File: src/rtl/ext_bus_pkg.sv
// Shared definitions for the external-bus UART transmitter: register offsets,
// STATUS bit positions and the serializer state encoding.
package ext_bus_pkg;

  localparam logic [1:0] REG_DATA   = 2'd0;
  localparam logic [1:0] REG_STATUS = 2'd1;
  localparam logic [1:0] REG_CTRL   = 2'd2;

  localparam int STAT_FULL      = 0;
  localparam int STAT_EMPTY     = 1;
  localparam int STAT_BUSY      = 2;
  localparam int STAT_LEVEL_LSB = 8;

  typedef enum logic [1:0] {
    ST_IDLE,
    ST_START,
    ST_DATA,
    ST_STOP
  } uart_tx_state_t;

endpackage

File: src/rtl/ext_uart_tx_if.sv
// SoC external-bus slave port: 16-bit byte address, strobe/ack handshake,
// 4-bit byte write enables, 32-bit data in each direction.
interface ext_uart_tx_if;
  logic [15:0] i_ext_addr;
  logic        i_ext_stb;
  logic [3:0]  i_ext_we;
  logic [31:0] i_ext_dat_w;
  logic        o_ext_ack;
  logic [31:0] o_ext_dat_r;

  modport master (
    output i_ext_addr, i_ext_stb, i_ext_we, i_ext_dat_w,
    input  o_ext_ack, o_ext_dat_r
  );

  modport slave (
    input  i_ext_addr, i_ext_stb, i_ext_we, i_ext_dat_w,
    output o_ext_ack, o_ext_dat_r
  );
endinterface

File: src/rtl/sync_fifo.sv
// Single-clock circular-buffer FIFO with an explicit occupancy counter.
// Pushes while full and pops while empty are ignored.
module sync_fifo #(
  parameter int WIDTH = 8,
  parameter int DEPTH = 16
) (
  input  logic                     i_clk,
  input  logic                     i_rst_n,
  input  logic                     i_push,
  input  logic [WIDTH-1:0]         i_data,
  input  logic                     i_pop,
  output logic [WIDTH-1:0]         o_data,
  output logic                     o_full,
  output logic                     o_empty,
  output logic [$clog2(DEPTH):0]   o_level
);
  localparam int AW = $clog2(DEPTH);
  localparam int LW = AW + 1;

  logic [WIDTH-1:0] r_mem [DEPTH];
  logic [AW-1:0]    r_wptr;
  logic [AW-1:0]    r_rptr;
  logic [LW-1:0]    r_level;
  logic             w_push;
  logic             w_pop;

  assign o_full  = (r_level == LW'(DEPTH));
  assign o_empty = (r_level == '0);
  assign o_level = r_level;
  assign o_data  = r_mem[r_rptr];
  assign w_push  = i_push & ~o_full;
  assign w_pop   = i_pop & ~o_empty;

  // NOTE: the storage array has no reset; pointers and level alone define which
  // entries are valid, and an unreset array can map onto RAM.
  always_ff @(posedge i_clk) begin
    if (w_push) r_mem[r_wptr] <= i_data;
  end

  // NOTE: state is updated with non-blocking assignments so every register
  // samples pre-edge values regardless of statement order.
  always_ff @(posedge i_clk or negedge i_rst_n) begin
    if (!i_rst_n) begin
      r_wptr  <= '0;
      r_rptr  <= '0;
      r_level <= '0;
    end else begin
      if (w_push) r_wptr <= r_wptr + 1'b1;
      if (w_pop)  r_rptr <= r_rptr + 1'b1;
      case ({w_push, w_pop})
        2'b10:   r_level <= r_level + 1'b1;
        2'b01:   r_level <= r_level - 1'b1;
        default: r_level <= r_level;
      endcase
    end
  end
endmodule

File: src/rtl/ext_uart_tx.sv
// Memory-mapped 8N1 UART transmitter: bus register decode, TX FIFO and a
// serializer that drains the FIFO back-to-back onto o_tx.
module ext_uart_tx
  import ext_bus_pkg::*;
#(
  parameter int CLK_DIV    = 868,
  parameter int FIFO_DEPTH = 16
) (
  input  logic          i_clk,
  input  logic          i_rst_n,
  ext_uart_tx_if.slave  ext_bus,
  output logic          o_tx,
  output logic          o_irq
);
  localparam int BW = $clog2(CLK_DIV);
  localparam int LW = $clog2(FIFO_DEPTH) + 1;
  localparam logic [BW-1:0] BAUD_LAST = BW'(CLK_DIV - 1);

  logic           r_ack;
  logic [31:0]    r_dat_r;
  logic           r_irq_en;
  uart_tx_state_t r_state;
  logic           r_tx;
  logic [BW-1:0]  r_baud;
  logic [2:0]     r_bit_idx;
  logic [7:0]     r_shift;

  logic [1:0]     w_reg;
  logic           w_is_write;
  logic           w_push_req;
  logic           w_accept;
  logic           w_push;
  logic           w_pop;
  logic           w_full;
  logic           w_empty;
  logic [LW-1:0]  w_level;
  logic [7:0]     w_fifo_data;
  logic [31:0]    w_rdata;
  logic           w_baud_done;
  logic           w_unused_bits;

  assign w_reg      = ext_bus.i_ext_addr[3:2];
  assign w_is_write = |ext_bus.i_ext_we;
  assign w_push_req = w_is_write && (w_reg == REG_DATA) && ext_bus.i_ext_we[0];
  // A DATA push into a full FIFO is held off; the master keeps strobing.
  assign w_accept   = ext_bus.i_ext_stb && !r_ack && !(w_push_req && w_full);
  assign w_push     = w_accept && w_push_req;
  assign w_baud_done = (r_baud == BAUD_LAST);
  assign w_pop      = !w_empty &&
                      ((r_state == ST_IDLE) || ((r_state == ST_STOP) && w_baud_done));

  assign w_unused_bits = ^{ext_bus.i_ext_addr[15:4], ext_bus.i_ext_addr[1:0],
                           ext_bus.i_ext_dat_w[31:8]};

  sync_fifo #(.WIDTH(8), .DEPTH(FIFO_DEPTH)) u_fifo (
    .i_clk   (i_clk),
    .i_rst_n (i_rst_n),
    .i_push  (w_push),
    .i_data  (ext_bus.i_ext_dat_w[7:0]),
    .i_pop   (w_pop),
    .o_data  (w_fifo_data),
    .o_full  (w_full),
    .o_empty (w_empty),
    .o_level (w_level)
  );

  // NOTE: every output of this block gets a default first, so no path can
  // leave it unassigned and infer a latch.
  always_comb begin
    w_rdata = '0;
    if (!w_is_write) begin
      case (w_reg)
        REG_STATUS: begin
          w_rdata[STAT_FULL]               = w_full;
          w_rdata[STAT_EMPTY]              = w_empty;
          w_rdata[STAT_BUSY]               = (r_state != ST_IDLE);
          w_rdata[STAT_LEVEL_LSB +: 8]     = 8'(w_level);
        end
        REG_CTRL: w_rdata[0] = r_irq_en;
        default:  w_rdata = '0;
      endcase
    end
  end

  always_ff @(posedge i_clk or negedge i_rst_n) begin
    if (!i_rst_n) begin
      r_ack    <= 1'b0;
      r_dat_r  <= '0;
      r_irq_en <= 1'b0;
    end else begin
      r_ack   <= w_accept;
      r_dat_r <= w_accept ? w_rdata : '0;
      if (w_accept && w_is_write && (w_reg == REG_CTRL) && ext_bus.i_ext_we[0])
        r_irq_en <= ext_bus.i_ext_dat_w[0];
    end
  end

  always_ff @(posedge i_clk or negedge i_rst_n) begin
    if (!i_rst_n) begin
      r_state   <= ST_IDLE;
      r_tx      <= 1'b1;
      r_baud    <= '0;
      r_bit_idx <= '0;
      r_shift   <= '0;
    end else begin
      r_baud <= ((r_state == ST_IDLE) || w_baud_done) ? '0 : r_baud + 1'b1;
      case (r_state)
        ST_IDLE: if (!w_empty) begin
          r_state <= ST_START;
          r_shift <= w_fifo_data;
          r_tx    <= 1'b0;
        end
        ST_START: if (w_baud_done) begin
          r_state   <= ST_DATA;
          r_tx      <= r_shift[0];
          r_shift   <= {1'b0, r_shift[7:1]};
          r_bit_idx <= '0;
        end
        ST_DATA: if (w_baud_done) begin
          if (r_bit_idx == 3'd7) begin
            r_state <= ST_STOP;
            r_tx    <= 1'b1;
          end else begin
            r_bit_idx <= r_bit_idx + 1'b1;
            r_tx      <= r_shift[0];
            r_shift   <= {1'b0, r_shift[7:1]};
          end
        end
        ST_STOP: if (w_baud_done) begin
          // Chain straight into the next start bit when more data is queued.
          if (!w_empty) begin
            r_state <= ST_START;
            r_shift <= w_fifo_data;
            r_tx    <= 1'b0;
          end else begin
            r_state <= ST_IDLE;
          end
        end
        default: r_state <= ST_IDLE;
      endcase
    end
  end

  assign ext_bus.o_ext_ack   = r_ack;
  assign ext_bus.o_ext_dat_r = r_dat_r;
  assign o_tx  = r_tx;
  assign o_irq = r_irq_en & w_empty & (r_state == ST_IDLE);
endmodule

File: src/flat_wrapper.sv
// flat-port wrapper written by rule: the top's interface ports become plain ports
module ext_uart_tx_flat import ext_bus_pkg::*;
#(
  parameter int CLK_DIV    = 868,
  parameter int FIFO_DEPTH = 16
)
  (i_clk, i_rst_n, o_tx, o_irq, ext_bus_i_ext_addr, ext_bus_i_ext_stb, ext_bus_i_ext_we, ext_bus_i_ext_dat_w, ext_bus_o_ext_ack, ext_bus_o_ext_dat_r);
  ext_uart_tx_if ext_bus_i ();
  input  logic i_clk;
  input  logic i_rst_n;
  output logic o_tx;
  output logic o_irq;
  input wire logic [$bits(ext_bus_i.i_ext_addr)-1:0] ext_bus_i_ext_addr;
  input wire logic [$bits(ext_bus_i.i_ext_stb)-1:0] ext_bus_i_ext_stb;
  input wire logic [$bits(ext_bus_i.i_ext_we)-1:0] ext_bus_i_ext_we;
  input wire logic [$bits(ext_bus_i.i_ext_dat_w)-1:0] ext_bus_i_ext_dat_w;
  output wire logic [$bits(ext_bus_i.o_ext_ack)-1:0] ext_bus_o_ext_ack;
  output wire logic [$bits(ext_bus_i.o_ext_dat_r)-1:0] ext_bus_o_ext_dat_r;
  assign ext_bus_i.i_ext_addr = ext_bus_i_ext_addr;
  assign ext_bus_i.i_ext_stb = ext_bus_i_ext_stb;
  assign ext_bus_i.i_ext_we = ext_bus_i_ext_we;
  assign ext_bus_i.i_ext_dat_w = ext_bus_i_ext_dat_w;
  assign ext_bus_o_ext_ack = ext_bus_i.o_ext_ack;
  assign ext_bus_o_ext_dat_r = ext_bus_i.o_ext_dat_r;
  ext_uart_tx #(.CLK_DIV(CLK_DIV), .FIFO_DEPTH(FIFO_DEPTH)) u_core (.i_clk(i_clk), .i_rst_n(i_rst_n), .ext_bus(ext_bus_i), .o_tx(o_tx), .o_irq(o_irq));
endmodule
File: config.mk
export PLATFORM = sky130hd
export DESIGN_NAME = ext_uart_tx_flat
export DESIGN_NICKNAME = d
export VERILOG_FILES = /design/src/rtl/ext_bus_pkg.sv /design/src/rtl/ext_uart_tx_if.sv /design/src/rtl/sync_fifo.sv /design/src/rtl/ext_uart_tx.sv /design/src/flat_wrapper.sv
export SDC_FILE = /design/constraint.sdc
export NUM_CORES = 1
export LEC_CHECK = 0
export CORE_MARGIN = 4
export CORE_UTILIZATION = 56
export CTS_BUF_LIST = sky130_fd_sc_hd__clkbuf_8 sky130_fd_sc_hd__clkbuf_16
export CTS_CLUSTER_SIZE = 10
export DETAILED_ROUTE_END_ITERATION = 8
export PLACE_DENSITY = 0.82
export SLEW_MARGIN = 0
export SYNTH_ARGS = -nofsm -noshare
export SYNTH_HDL_FRONTEND = slang
export SYNTH_SLANG_ARGS = --single-unit
File: constraint.sdc
create_clock -name i_clk -period 3.6 [get_ports i_clk]
set_input_delay 0.54 -clock i_clk [delete_from_list [all_inputs] [get_ports i_clk]]
set_output_delay 0.54 -clock i_clk [all_outputs]
set_load 0.005 [all_outputs]
== Word-level counts from Yosys, hierarchy flattened ==
Memory sizes are Yosys's and may differ from the RTL's.
Cells that the tools add are included.
W data, S select, Z words.

* Flip-flop bits (word level): 71
* Latch bits: 0
* Memory bits (writable): 128
* Memory bits (read-only): 0
* Input port bits: 55
* Memories: 1

* Add/subtract/negate cells: 6
* $mul: 0
* Div/mod/pow operators: 0
* $lt $le $gt $ge: 0
* Equality and inequality tests: 16
* Shift-type cells: 0
* Mux-type cells: 32
* Bitwise operators: 6
* Reductions and logical operators: 27

{| class="wikitable"
|+ Memories
! memory !! depth !! width !! read ports !! clocked after memory_dff !! write ports !! RTL line !! text
|-
| u_core.u_fifo.r_mem || 16 || 8 || 1 || 0 || 1 || sync_fifo.sv:20 || <nowiki>logic [WIDTH-1:0] r_mem [DEPTH];</nowiki>
|}

{| class="wikitable"
|+ Operators with widths
! kind !! count
|-
| $mux W8 || 5
|-
| $mux W32 || 1
|-
| $pmux W8 S4 || 1
|-
| $mux W13 || 1
|-
| $mux W2 || 6
|-
| $logic_and A1 B1 Y1 || 11
|-
| $add A10 B1 Y10 const B || 1
|-
| $eq A10 B10 Y1 const B || 1
|-
| $mux W10 || 1
|-
| $pmux W5 S2 || 1
|-
| $mux W3 || 3
|-
| $add A4 B1 Y4 const B || 2
|-
| $eq A2 B2 Y1 const B || 4
|-
| $mux W1 || 8
|-
| $ne A2 B1 Y1 const B || 4
|-
| $pmux W2 S4 || 1
|-
| $reduce_and A4 Y1 || 2
|-
| $eq A2 B1 Y1 const B || 3
|-
| $pmux W3 S2 || 1
|-
| $reduce_bool A2 Y1 || 3
|-
| $add A5 B1 Y5 const B || 1
|-
| $eq A5 B5 Y1 const B || 1
|-
| $logic_not A5 Y1 || 1
|-
| $mux W5 || 1
|-
| other kinds (14) || 23
|}

== Depth between registers and ports, before layout ==
* Depth in word-level cells: 10
* Depth in mapped cells: 13
* Gate-level depth less buffers: 13

== Modules after synthesis ==
Synthesis repeated with hierarchy kept, for this count alone.

* Cell total of the unflattened synthesis: 514
* Area, all modules: 7,682.4 µm²

{| class="wikitable"
|+ By module, submodules not included
! module !! times used !! cells each !! area each (µm²) !! sequential area each (µm²)
|-
| sync_fifo || 1 || 332 || 5,779.3 || 4,169.0
|-
| ext_uart_tx || 1 || 182 || 1,903.1 || 852.1
|}

== Least setup slack after synthesis ==
No wires, ideal clock.

* Kind: register to register
* Start point: register u_core.r_baud[0]
* End point: register u_core.u_fifo.r_level[4], in the netlist u_core.u_fifo.o_level[4]
* Data arrival time: 2.601 ns
* Data required time: 3.521 ns
* Path slack: 0.920 ns
* Cell stages (with the launch flop): 13
* Buffers on the path: 0
* Period minus slack after synthesis: 2.680 ns
* Path through: dfrtp_1 ha_1 nor3b_1 a41oi_1 nor2_1 ha_1 inv_1 fa_1 nor2b_1 o21ai_0 and3_1 nor3_1 xor2_1

* Word-level cells in the longest chain between the ends: 7
* Elaborated cells between the ends (all ways): 9
* Those cells by class: 3 x eq/ne; 1 x mux; 1 x bitwise; 4 x reduce/logical

{| class="wikitable"
|+ RTL lines
! what !! RTL line !! text
|-
| from (decl) || ext_uart_tx.sv:24 || <nowiki>logic [BW-1:0] r_baud;</nowiki>
|-
| from (signal assigned) || ext_uart_tx.sv:106 || <nowiki>r_baud <= ((r_state == ST_IDLE) || w_baud_done) ? '0 : r_baud + 1'b1;</nowiki>
|-
| $eq A10 B10 Y1 (*) || ext_uart_tx.sv:48 || <nowiki>assign w_baud_done = (r_baud == BAUD_LAST);</nowiki>
|-
| $logic_and A1 B1 Y1 (*) || ext_uart_tx.sv:50 || <nowiki>((r_state == ST_IDLE) || ((r_state == ST_STOP) && w_baud_done));</nowiki>
|-
| $logic_or A1 B1 Y1 (*) || ext_uart_tx.sv:50 ||
|-
| $logic_and A1 B1 Y1 (*) || ext_uart_tx.sv:49 || <nowiki>assign w_pop = !w_empty &&</nowiki>
|-
| $and A1 B1 Y1 (*) || sync_fifo.sv:32 || <nowiki>assign w_pop = i_pop & ~o_empty;</nowiki>
|-
| via u_core.u_fifo.w_pop || sync_fifo.sv:25 || <nowiki>logic w_pop;</nowiki>
|-
| $eq A2 B1 Y1 or $eq A2 B2 Y1 (tied branches) || sync_fifo.sv:50 || <nowiki>case ({w_push, w_pop})</nowiki>
|-
| $pmux W5 S2 or $reduce_bool A2 Y1 (tied branches) || - ||
|-
| to (signal assigned) || sync_fifo.sv:51 || <nowiki>2'b10: r_level <= r_level + 1'b1;</nowiki>
|-
| to (signal assigned) || sync_fifo.sv:52 || <nowiki>2'b01: r_level <= r_level - 1'b1;</nowiki>
|-
| to (signal assigned) || sync_fifo.sv:53 || <nowiki>default: r_level <= r_level;</nowiki>
|-
| to (decl) || sync_fifo.sv:23 || <nowiki>logic [LW-1:0] r_level;</nowiki>
|}

The timed path passes the listed nets; every way through them passes the cells marked *.
A chain may end at the register's enable or synchronous reset.

== Final worst setup path ==
Ends and elaborated chain as after synthesis.

==> run_results.csv <==
group,metric,value,unit
timing,setup_violations,0,
synthesis,yosys_most_used_dff,"edfxtp_1",
global_routing,grtUsageTotal,0.201,
clock_tree,tritoncts,"built",
die,io_pins,90,
setup_path,worst_setup_path_end_kind,"flip-flop",
global_routing,first_global_vias,4136,
clock_tree,cts_made_buffers,17,
setup_path,cp-start-kind,"flip-flop",
final_layout,nets,601,
drt,drt_iter0_markers,415,
setup_path,worstPathRequired,3.95,ns
timing,fmax,309,MHz
drt,wl,13900,µm
synthesis,yosysWarnings,0,
final_layout,final.fill_count,891,
synthesis,yosysSeqAreaShare,0.666,
synthesis,netlist_area,0.00754,mm²
power,vdd_drop_max,0.556,mV
die,core,0.0132,mm²
synthesis,synth_top_cell_by_area,"edfxtp_1",
global_routing,grt_pass1_wl,22500,µm
timing,rsz0062_at_grt,"no",
setup_path,cp.arrival,3.59,ns
synthesis,yosys_register_bits,175,
power,power.density,719,mW/mm²
timing,fin_skew,0.00850,ns
clock_tree,post_cts.repair.setup_buffers,0,
clock_tree,worstSkewPairLatency,0.43,ns
synthesis,synth_area_leaders,"edfxtp_1 51%, dfrtp_1 15%, mux2i_1 3.7%",
timing,timing.hold.ws,0.293,ns
synthesis,synth_edf_count,128,
final_layout,drive_gt1_frac,0.106,
placement,dp.cells,683,
placement,io_buffer_count,27,
timing,post-route-period-util,0.900,
final_layout,instances_no_fill,715,
setup_path,crit_fanout,4,
global_routing,overflow,0,
clock_tree,h-tree-depth,4,
global_routing,antenna_found_initial,0,
drt,wl_per_cell,19.4,µm
hold_path,hp-class,"input pin to asynchronous set/reset pin",
placement,hpwlAfterDp,9160,µm
final_layout,area_delta_synth_final,12.0,%
clock_tree,clk_pin_slew,0.06,ns
clock_tree,clk_path_buf_depth,2,
drt,drc,0,
drt,dr_total_vias,4051,
job,max_cap_violations,0,
clock_tree,ctsResizeCount,0,
outcome,status,"finished, final reports clean",
final_layout,diodes,0,
drt,ant_nets,0,
clock_tree,cts_sinks,175,
drt,drt_pass1_iterations,4,
global_routing,grt_max_degree,48,
power,p_leak,3.19,nW
die,die_w,124,µm
timing,worst_pin_slew,1.03,ns
die,initial_utilization,0.571,
synthesis,yosysUniqueCellTypes,50,
die,die-area,0.0154,mm²
timing,tns,0,ns
placement,gp_congestion,0.801,
timing,maxSlewHeadroom,0.314,
drt,via_per_inst,5.67,
final_layout,mostFrequentLayoutCell,"edfxtp_1",
clock_tree,cts-hold-fix-buffers,0,
synthesis,async_flop_share,0.269,
timing,final-hold-violation-count,0,
synthesis,netlist_instances,490,
synthesis,synth.top_cell.area_share,0.510,
timing,fin_crit,3.24,ns
die,row_count,42,
clock_tree,cts-root-buf,"clkbuf_16",
setup_path,worst-setup-path-type,"flip-flop to flip-flop",
die,fp.dieH,124,µm
final_layout,final_cell_mix,"128 x edfxtp_1, 46 x dfrtp_1, 28 x mux2i_1",
synthesis,syn_avg_cell_area,15.4,µm²
timing,report.final.slew_viol_count,0,
-- worst max-delay path: stages (launching register included) --
cell,delay (ns)
dfrtp_1,0.39
ha_1,0.21
nor3b_1,0.35
a41oi_1,0.22
nor2_1,0.38
ha_1,0.33
inv_1,0.11
fa_1,0.41
nor2b_1,0.12
o21ai_0,0.10
and3_1,0.19
nor3_1,0.18
xor2_1,0.16
-- area by class of cell --
class	count	area, µm²	share of cell area
Sequential cell	175	5020	0.595
Multi-Input combinational cell	284	2280	0.271
Clock buffer	17	425	0.0504
Timing Repair Buffer	34	318	0.0376
Tap cell	176	220	0.0261
Clock inverter	15	123	0.0145
Inverter	14	52.6	0.00622
-- path summary, 6_finish.rpt --
| path | from | endpoint | slack (ns) | cells past startpoint |
|---|---|---|---|---|
| setup / recovery | u_core.r_baud[0] | u_core.u_fifo.o_level[4] | 0.36 | 12 |
| hold / removal | i_rst_n | u_core.u_fifo.o_level[2] | 0.29 | 1 |
| setup reg to reg | u_core.r_baud[0] | u_core.u_fifo.o_level[4] | 0.36 | 12 |
| hold reg to reg | u_core.r_baud[0] | u_core.r_baud[0] | 0.49 | 1 |
| max in group asynchronous | i_rst_n | u_core.r_bit_idx[1] | 2.66 | 1 |
| min in group i_clk | u_core.r_baud[0] | u_core.r_baud[0] | 0.49 | 1 |
-- Yosys cell counts, types with 9 or more instances --
| master | count |
|---|---|
| a21oi_1 | 9 |
| a22oi_1 | 14 |
| a31oi_1 | 9 |
| and2_1 | 24 |
| buf_4 | 27 |
| dfrtp_1 | 46 |
| edfxtp_1 | 128 |
| ha_1 | 19 |
| inv_1 | 14 |
| mux2i_1 | 28 |
| mux4_2 | 12 |
| nand2_1 | 22 |
| nor2_1 | 23 |
| xnor2_1 | 9 |
| xor2_1 | 9 |
-- metal layers --
metal,track usage,part of all wire,routed length [µm]
met2,0.337,0.53,7390
met3,0.0422,0.052,724
met1,0.260,0.40,5510
met5,0,0,0
met4,0.0767,0.018,248
-- flip-flops by register name (all words and copies together) (netlist names) --
signal / cells
u_core.r_state: 2
u_core.u_fifo.r_mem: 128
u_core.u_fifo.r_wptr: 4
u_core.ext_bus.o_ext_dat_r: 8
u_core.r_irq_en: 1
u_core.u_fifo.r_rptr: 4
u_core.ext_bus.o_ext_ack: 1
u_core.o_tx: 1
u_core.u_fifo.o_level: 5
u_core.r_bit_idx: 3
u_core.r_baud: 10
u_core.r_shift: 8
-- report_power, final --
group | switching, mW | internal (mW)
registers | 0.228 | 2.34
clock network | 0.726 | 0.945
logic | 0.989 | 0.838
total | 1.94 | 4.13
-- kinds of logic (layout without fill, tap and decap cells) --
kind of cell	Yosys count	after routing	synth area share
multiplexers	50	50	0.102
AND/OR/NAND/NOR	112	112	0.0797
adder cells (fa/ha/maj)	20	20	0.0342
buffers and inverters	54	80	0.0422
other	1	24	0.000498
XOR/XNOR	18	18	0.0209
AO/OA/AOI/OAI	60	60	0.0544
flip-flops	175	175	0.666
-- stage by stage --
step                power [mW]   util  setup slack, ns  area, µm²
floorplan                 3.99      -            0.920       7620
global placement          4.33  0.599            0.520       7900
detailed placement        4.42  0.599            0.404       7900
CTS                       6.11  0.640            0.368       8440
global route              6.42  0.640           0.0497       8440
finish                    6.07  0.640            0.361       8440
(Power assumes the default switching activity.)
